**src/rtl/fft_energy_writer_pkg.sv**
```systemverilog
// Shared widths, FSM state type and pipeline depth for fft_energy_writer.
package fft_energy_writer_pkg;
  localparam int DW         = 20;
  localparam int AW         = 7;
  localparam int EW         = 41;
  localparam int SQW        = 2*DW - 1;
  localparam int PIPE_DEPTH = 2;

  typedef enum logic [1:0] {IDLE, RUN, DRAIN, DONE} state_e;
endpackage

```
**src/rtl/fft_energy_writer_sq_pipe.sv**
```systemverilog
// energy_sq_pipe: two-stage re^2 + im^2 pipeline with valid/address sideband.
module energy_sq_pipe
  import fft_energy_writer_pkg::*;
(
  input  logic                 clk,
  input  logic                 reset,
  input  logic                 in_vld,
  input  logic signed [DW-1:0] in_re,
  input  logic signed [DW-1:0] in_im,
  input  logic [AW-1:0]        in_addr,
  output logic                 pend,
  output logic                 out_vld,
  output logic [AW-1:0]        out_addr,
  output logic [EW-1:0]        out_data
);
  logic [PIPE_DEPTH:1]   vld_q;
  logic [PIPE_DEPTH:0]   vld_pipe;
  logic signed [DW-1:0]  s1_re, s1_im;
  logic signed [SQW-1:0] re_x, im_x;
  logic [AW-1:0]         s1_addr, s2_addr;
  logic [SQW-1:0]        s2_re2, s2_im2;

  assign vld_pipe = {vld_q, in_vld};
  // Squares are at most 2^38, so 39-bit wrapping products are exact.
  assign re_x = SQW'(s1_re);
  assign im_x = SQW'(s1_im);

  always_ff @(posedge clk or negedge reset)
    if (!reset) begin
      vld_q   <= '0;
      s1_re   <= '0;
      s1_im   <= '0;
      s1_addr <= '0;
      s2_re2  <= '0;
      s2_im2  <= '0;
      s2_addr <= '0;
    end else begin
      vld_q <= vld_pipe[PIPE_DEPTH-1:0];
      if (vld_pipe[0]) begin
        s1_re   <= in_re;
        s1_im   <= in_im;
        s1_addr <= in_addr;
      end
      // Stage 2 only loads on valid so the write port holds between writes.
      if (vld_pipe[1]) begin
        s2_re2  <= re_x * re_x;
        s2_im2  <= im_x * im_x;
        s2_addr <= s1_addr;
      end
    end

  assign pend     = |vld_pipe[PIPE_DEPTH-1:1];
  assign out_vld  = vld_pipe[PIPE_DEPTH];
  assign out_addr = s2_addr;
  assign out_data = EW'(s2_re2) + EW'(s2_im2);
endmodule

```
**src/rtl/fft_energy_writer.sv**
```systemverilog
// Streams FFT bins through energy_sq_pipe into the energy register file, one frame per start.
// ENERGY_PINGPONG_EN: alternate frames between the low and high half of the register file.
module fft_energy_writer
  import fft_energy_writer_pkg::*;
#(
  parameter int NBINS = 64
)(
  input  logic                 clk,
  input  logic                 reset,
  input  logic                 start,
  input  logic                 fft_valid,
  output logic                 fft_ready,
  input  logic signed [DW-1:0] fft_re,
  input  logic signed [DW-1:0] fft_im,
  output logic [AW-1:0]        regffte_addr,
  output logic [EW-1:0]        regffte_in,
  output logic                 regffte_wren,
  output logic                 busy,
  output logic                 done,
  output logic                 done_bank
);
  localparam int            CW   = (NBINS > 1) ? $clog2(NBINS) : 1;
  localparam logic [CW-1:0] LAST = CW'(NBINS - 1);

  state_e        state;
  logic [CW-1:0] bin_cnt;
  logic          bank, accept, pend, drained;
  logic [AW-1:0] bin_addr;

  assign accept   = fft_valid && fft_ready;
  assign drained  = (state == DRAIN) && !pend;
  assign bin_addr = AW'(bin_cnt) | (AW'(bank) << (AW-1));

  always_ff @(posedge clk or negedge reset)
    if (!reset) begin
      state     <= IDLE;
      bin_cnt   <= '0;
      fft_ready <= 1'b0;
      busy      <= 1'b0;
      done      <= 1'b0;
    end else begin
      done <= 1'b0;
      case (state)
        IDLE: if (start) begin
          state     <= RUN;
          fft_ready <= 1'b1;
          busy      <= 1'b1;
          bin_cnt   <= '0;
        end
        RUN: if (accept) begin
          bin_cnt <= bin_cnt + CW'(1);
          if (bin_cnt == LAST) begin
            state     <= DRAIN;
            fft_ready <= 1'b0;
          end
        end
        // Leave once stage 1 is empty: the final write is on the port this cycle.
        DRAIN: if (drained) begin
          state <= DONE;
          busy  <= 1'b0;
          done  <= 1'b1;
        end
        DONE:    state <= IDLE;
        default: state <= IDLE;
      endcase
    end

`ifdef ENERGY_PINGPONG_EN
  always_ff @(posedge clk or negedge reset)
    if (!reset) begin
      bank      <= 1'b0;
      done_bank <= 1'b0;
    end else if (drained) begin
      bank      <= ~bank;
      done_bank <= bank;
    end
`else
  assign bank      = 1'b0;
  assign done_bank = 1'b0;
`endif

  energy_sq_pipe u_sq (
    .clk      (clk),
    .reset    (reset),
    .in_vld   (accept),
    .in_re    (fft_re),
    .in_im    (fft_im),
    .in_addr  (bin_addr),
    .pend     (pend),
    .out_vld  (regffte_wren),
    .out_addr (regffte_addr),
    .out_data (regffte_in)
  );
endmodule

```
**config.mk**
```make
export PLATFORM = sky130hd
export DESIGN_NAME = fft_energy_writer
export DESIGN_NICKNAME = d
export VERILOG_FILES = /design/src/rtl/fft_energy_writer_pkg.sv /design/src/rtl/fft_energy_writer_sq_pipe.sv /design/src/rtl/fft_energy_writer.sv
export SDC_FILE = /design/constraint.sdc
export NUM_CORES = 2
export LEC_CHECK = 0
export BUFFER_PORTS_ARGS = -buffer_cell sky130_fd_sc_hd__buf_2
export CAP_MARGIN = 20
export CORE_MARGIN = 3
export CORE_UTILIZATION = 25
export CTS_CLUSTER_DIAMETER = 100
export CTS_CLUSTER_SIZE = 24
export DETAILED_ROUTE_END_ITERATION = 10
export PLACE_DENSITY = 0.39
export SLEW_MARGIN = 20
export SYNTH_ARGS = -nofsm -noshare
export SYNTH_HDL_FRONTEND = slang
export SYNTH_SLANG_ARGS = --single-unit
export TNS_END_PERCENT = 30
```
**constraint.sdc**
```tcl
create_clock -name clk -period 9.6 [get_ports clk]
set_input_delay 0.48 -clock clk [delete_from_list [all_inputs] [get_ports clk]]
set_output_delay 0.48 -clock clk [all_outputs]
set_load 0.005 [all_outputs]
```
-- Yosys cells after proc, flatten, opt, wreduce, memory -nomap -nowiden
Index checks and enable logic that the tools add are counted.
- add/sub/neg operators: 2
- $mul: 2
- equality and inequality tests: 8
- multiplexer cells: 16
- reductions and logical operators: 10
- operator list (kind ; count):
    20-bit by 20-bit multiplier with 39-bit output ; 2
    39-bit by 39-bit adder with 40-bit output ; 1
    6-bit 2-to-1 mux ; 2
    6-bit one-hot mux with 2 select lines ; 1
    2-bit 2-to-1 mux ; 4
    2-bit inequality test, second input constant ; 4
    2-bit one-hot mux with 4 select lines ; 1
    4-bit AND reduction ; 2
    6-bit by 1-bit adder with 6-bit output, second input constant ; 1
    6-bit == test, second input constant ; 1
    1-bit 2-to-1 mux ; 6
    3-bit AND reduction ; 2
    2-bit == test, second input constant ; 2
    1-bit one-hot mux with 2 select lines ; 2
    2-bit nonzero test ; 2
    2-bit by 1-bit == test with 1-bit output, second input constant ; 1
    1-bit logical AND ; 2
    2-bit logical NOT ; 1
    1-bit logical NOT ; 1
- register bits after elaboration: 143
- word-level logic and storage cells: 50

-- Longest topological paths before layout
- word-level depth: 4
- mapped depth: 29
- gate-level depth less buffers: 27

-- By module
From an unflattened synthesis, not the netlist that was laid out.
- cells, all modules: 3446
- area, all modules: 33694.8 um^2
- by module, submodules not included (module ; times used ; cells each ; area an instance (um^2) ; seq. area each (um^2)):
    energy_sq_pipe ; 1 ; 3387 ; 33079.2 ; 3303.2
    fft_energy_writer ; 1 ; 59 ; 615.6 ; 275.3

-- Worst setup path before layout
No wires, ideal clock.
- path kind: register to register
- from: register u_sq.s1_re[2]
- to: register u_sq.s2_re2[36]
- setup time: 0.125 ns
- arrival: 6.830 ns
- data required time: 9.475 ns
- path slack: 2.645 ns
- cell stages (with the launch flop): 27
- buffers on the path: 3
- clock period less this slack: 6.955 ns
- cells stage by stage: dfrtp_1 -> clkbuf_1 -> clkbuf_1 -> nand2_1 -> inv_1 -> fa_1 -> fa_1 -> inv_1 -> fa_1 -> inv_1 -> fa_1 -> fa_1 -> fa_1 -> inv_1 -> fa_1 -> inv_1 -> ha_1 -> buf_2 -> nand3_1 -> or4_4 -> a31oi_4 -> o211ai_2 -> a31oi_4 -> o21ba_2 -> a21oi_2 -> xnor2_1 -> mux2_2
- longest elaborated chain between the ends: 1
- RTL lines (element ; RTL line ; RTL):
    start, declared ; fft_energy_writer_sq_pipe.sv:18 ; logic signed [DW-1:0] s1_re, s1_im;
    start signal, assigned ; fft_energy_writer_sq_pipe.sv:40 ; s1_re <= in_re;
    20-bit by 20-bit multiplier with 39-bit output ; fft_energy_writer_sq_pipe.sv:46 ; s2_re2 <= re_x * re_x;
    end signal, assigned ; fft_energy_writer_sq_pipe.sv:46 ;
    end, declared ; fft_energy_writer_sq_pipe.sv:21 ; logic [SQW-1:0] s2_re2, s2_im2;
Every way passes these cells.
A chain may end at the register's enable or synchronous reset.

-- Worst setup path in the final report
- from: register u_sq.s1_im[6]
- to: register u_sq.s2_im2[38]
- longest elaborated chain between the ends: 1
- RTL lines (element ; RTL line ; RTL):
    start, declared ; fft_energy_writer_sq_pipe.sv:18 ;
    start signal, assigned ; fft_energy_writer_sq_pipe.sv:41 ; s1_im <= in_im;
    20-bit by 20-bit multiplier with 39-bit output ; fft_energy_writer_sq_pipe.sv:47 ; s2_im2 <= im_x * im_x;
    end signal, assigned ; fft_energy_writer_sq_pipe.sv:47 ;
    end, declared ; fft_energy_writer_sq_pipe.sv:21 ;
Every way passes these cells.

==> impl_metrics.tcl <==
set metrics [dict create \
    status "finished, final reports clean" \
    cp-end-kind "flip-flop" \
    synth_edf_count 0 \
    yosys_warnings 0 \
    syn_area_um2 33300 \
    drt-pass1-iter-count 4 \
    top_level_ports 97 \
    die_area_um2 138000 \
    numCtsBuffers 17 \
    critPathArrivalTime_ps 8390 \
    syn2layout_area_growth_pct 9.33 \
    nets 4542 \
    dp_cells 5231 \
    finalClockSkew_ps 19.0 \
    tns_ps 0 \
    via_per_inst 4.21 \
    async_reset_ff_share_pct 100 \
    criticalPathCategory "reg2reg" \
    fin_crit_sh_pct 83.2 \
    grt_overflow 0 \
    maxCapViolations 0 \
    cp-startpoint "u_sq.s1_im[6]$_DFFE_PN0P_" \
    final_cells 5266 \
    synthFlopType "dfrtp_1" \
    synth_top_area_cell "fa_1" \
    yosys.cell_types.count 77 \
    antenna_found_initial 5 \
    hp-class "in2reg" \
    wl_per_cell_um 16.3 \
    max_freq_mhz 125 \
    synthXorXnorAreaFrac_pct 3.52 \
    core_area_um2 132000 \
    clk_latency_ps 510 \
    start_kind "flip-flop" \
    report.final.setup_viol 0 \
    io_buffers 93 \
    globalplace.congestion 0.784 \
    htree_num_levels 4 \
    r2r-start "u_sq.s1_im[6]$_DFFE_PN0P_" \
    worstReg2RegEnd "u_sq.s2_im2[38]$_DFFE_PN0P_" \
    dp_hpwl_mm 71.6 \
    grt_pass1_vias 25600 \
    ys_top_cells_by_area "fa_1, dfrtp_1, inv_1" \
    worstPathMaxFanout 20 \
    synth_top_family_by_area "adder cells" \
    fin_util_pct 27.6 \
    synth.avg_cell_area_um2 9.62 \
    path_clk_slew_ps 80 \
    ys_ff_latch 141 \
    clkSinkCount 141 \
    num_vias 22200 \
    rr_worst_depth 23 \
    grt_pass1_wl_mm 141 \
    crit_required_ps 10000 \
    slew_headroom_pct 26.1 \
    ant_nets 0 \
    synth_adder_area_share_pct 54.6 \
    cts_tree "done" \
    nFillCells 14100 \
    grt_setup_unrepaired "false" \
    regToRegSetupSlack_ps 1610 \
    yosysMostFrequentCell "inv_1" \
    worst_slew_pin_slew_ps 1110 \
    finalCriticalPeriod_ps 7990 \
    drc 0 \
    synth-simple-area-share_pct 10.7 \
    start_util_pct 25.3 \
    muxShareOfSynthArea_pct 2.68 \
    clockRootBuffer "clkbuf_16" \
    grt_max_degree 78 \
    synth_seq_area_share_pct 10.6 \
    yosys-top-cells-count "inv_1, fa_1, nand2_1, ha_1, and2_1" \
    drive_gt1_share_pct 7.27 \
    core.rowCount 133 \
    yosysTopAreaCellShare_pct 45.2 \
    hp-start "fft_re[15]" \
    die_h_um 371 \
    hold_path_depth 3 \
    synth_compound_area_share_pct 6.14 \
    cts_resized 0 \
    drt_iter0_drc 833 \
    wirelength_mm 85.6 \
    postSynthCellCount 3464 \
    hold_viol_final 0 \
    die_x_um 371 \
    clockBufferDepth 2 \
    min_to "u_sq.s1_re[15]$_DFFE_PN0P_" \
    grt_use_total_pct 13.4 \
    drv_slew 0 \
]
critical path, stage by stage, from the launching register on:
cell	delay, ps
dfrtp_1	980
inv_1	350
nor2_1	320
fa_1	490
fa_1	560
inv_1	60
fa_1	500
inv_1	70
fa_1	550
fa_1	430
fa_1	480
inv_1	50
fa_1	500
inv_1	50
ha_1	400
nand4_1	290
nor2_1	220
a41oi_1	180
a31o_1	330
o211ai_1	190
o211ai_1	190
a221oi_1	350
xnor2_1	100
mux2_2	260
routing by layer:
metal	global-route usage, %	up-vias	part of all wire, %
met4	3.03	0	1.6
met3	2.07	67	3.4
met5	0	-	0
met1	17.6	11500	45
met2	23.1	251	50
li1	-	10300	-
worst max path at each step:
stage	end	slack, ps	cells past startpoint
floorplan	u_sq.s2_re2[36]$_DFFE_PN0P_	2650	26
global placement	u_sq.s2_im2[38]$_DFFE_PN0P_	1690	23
detailed placement	u_sq.s2_im2[38]$_DFFE_PN0P_	1580	23
CTS	u_sq.s2_im2[38]$_DFFE_PN0P_	1580	23
global route	u_sq.s2_im2[38]$_DFFE_PN0P_	1040	23
finish	u_sq.s2_im2[38]$_DFFE_PN0P_	1610	23
placed cells by master (no fill, tap or decap), types with 49 or more instances in the layout:
master   instances
a21oi_1         90
and2_1         166
o21ai_0         56
ha_1           249
mux2_2          68
buf_2           92
inv_1          922
xor2_1          49
nor2_1          92
fa_1           753
xnor2_1         85
dfrtp_1        139
nand2_1        368
cell type report:
cell class | count | area, µm² | area share, %
clock buffers | 18 | 429 | 1.18
multi-input cells | 2284 | 25900 | 71.0
flip-flops and latches | 141 | 3530 | 9.70
inverters | 924 | 3470 | 9.52
repair buffers | 128 | 737 | 2.02
well taps | 1755 | 2200 | 6.03
clock inverters | 14 | 183 | 0.501
diodes | 2 | 5.00 | 0.0137
logic make-up (layout without fill, tap and decap cells):
kind of cell | after synthesis | count (layout)
xor+xnor | 134 | 134
compound gates | 308 | 308
fa+ha+maj | 1002 | 1002
simple gates | 757 | 757
buf+inv | 1041 | 1084
flops | 141 | 141
other cells | 1 | 5
mux | 80 | 80
stage by stage:
| step | setup slack (ps) | area [µm²] | hold WS (ps) |
|---|---|---|---|
| 5_1_grt | 1040 | 36400 | 140 |
| 3_3_place_gp | 1690 | 35800 | 466 |
| 2_1_floorplan | 2650 | 33300 | 184 |
| 6_report | 1610 | 36400 | 159 |
| 3_5_place_dp | 1580 | 35800 | 467 |
| 4_1_cts | 1580 | 36400 | 97.6 |
state kept, by name, summed over array words and instances (netlist names):
| name | cells |
|---|---|
| u_sq.s2_im2 | 38 |
| u_sq.s2_re2 | 38 |
| u_sq.s1_im | 20 |
| u_sq.s1_re | 20 |
| bin_cnt | 6 |
| u_sq.out_addr | 6 |
| u_sq.s1_addr | 6 |
| state | 2 |
| u_sq.vld_q | 2 |
| busy | 1 |
| done | 1 |
| fft_ready | 1 |
repair_timing:
item                                   4_1_cts  5_1_grt
hold buffers                                 1        0
setup buffers                                0        0
endpoints found under the hold margin       47        0
Power is not shown: default switching activity piles up to over one toggle a cycle in this logic, so the estimate is an artifact.
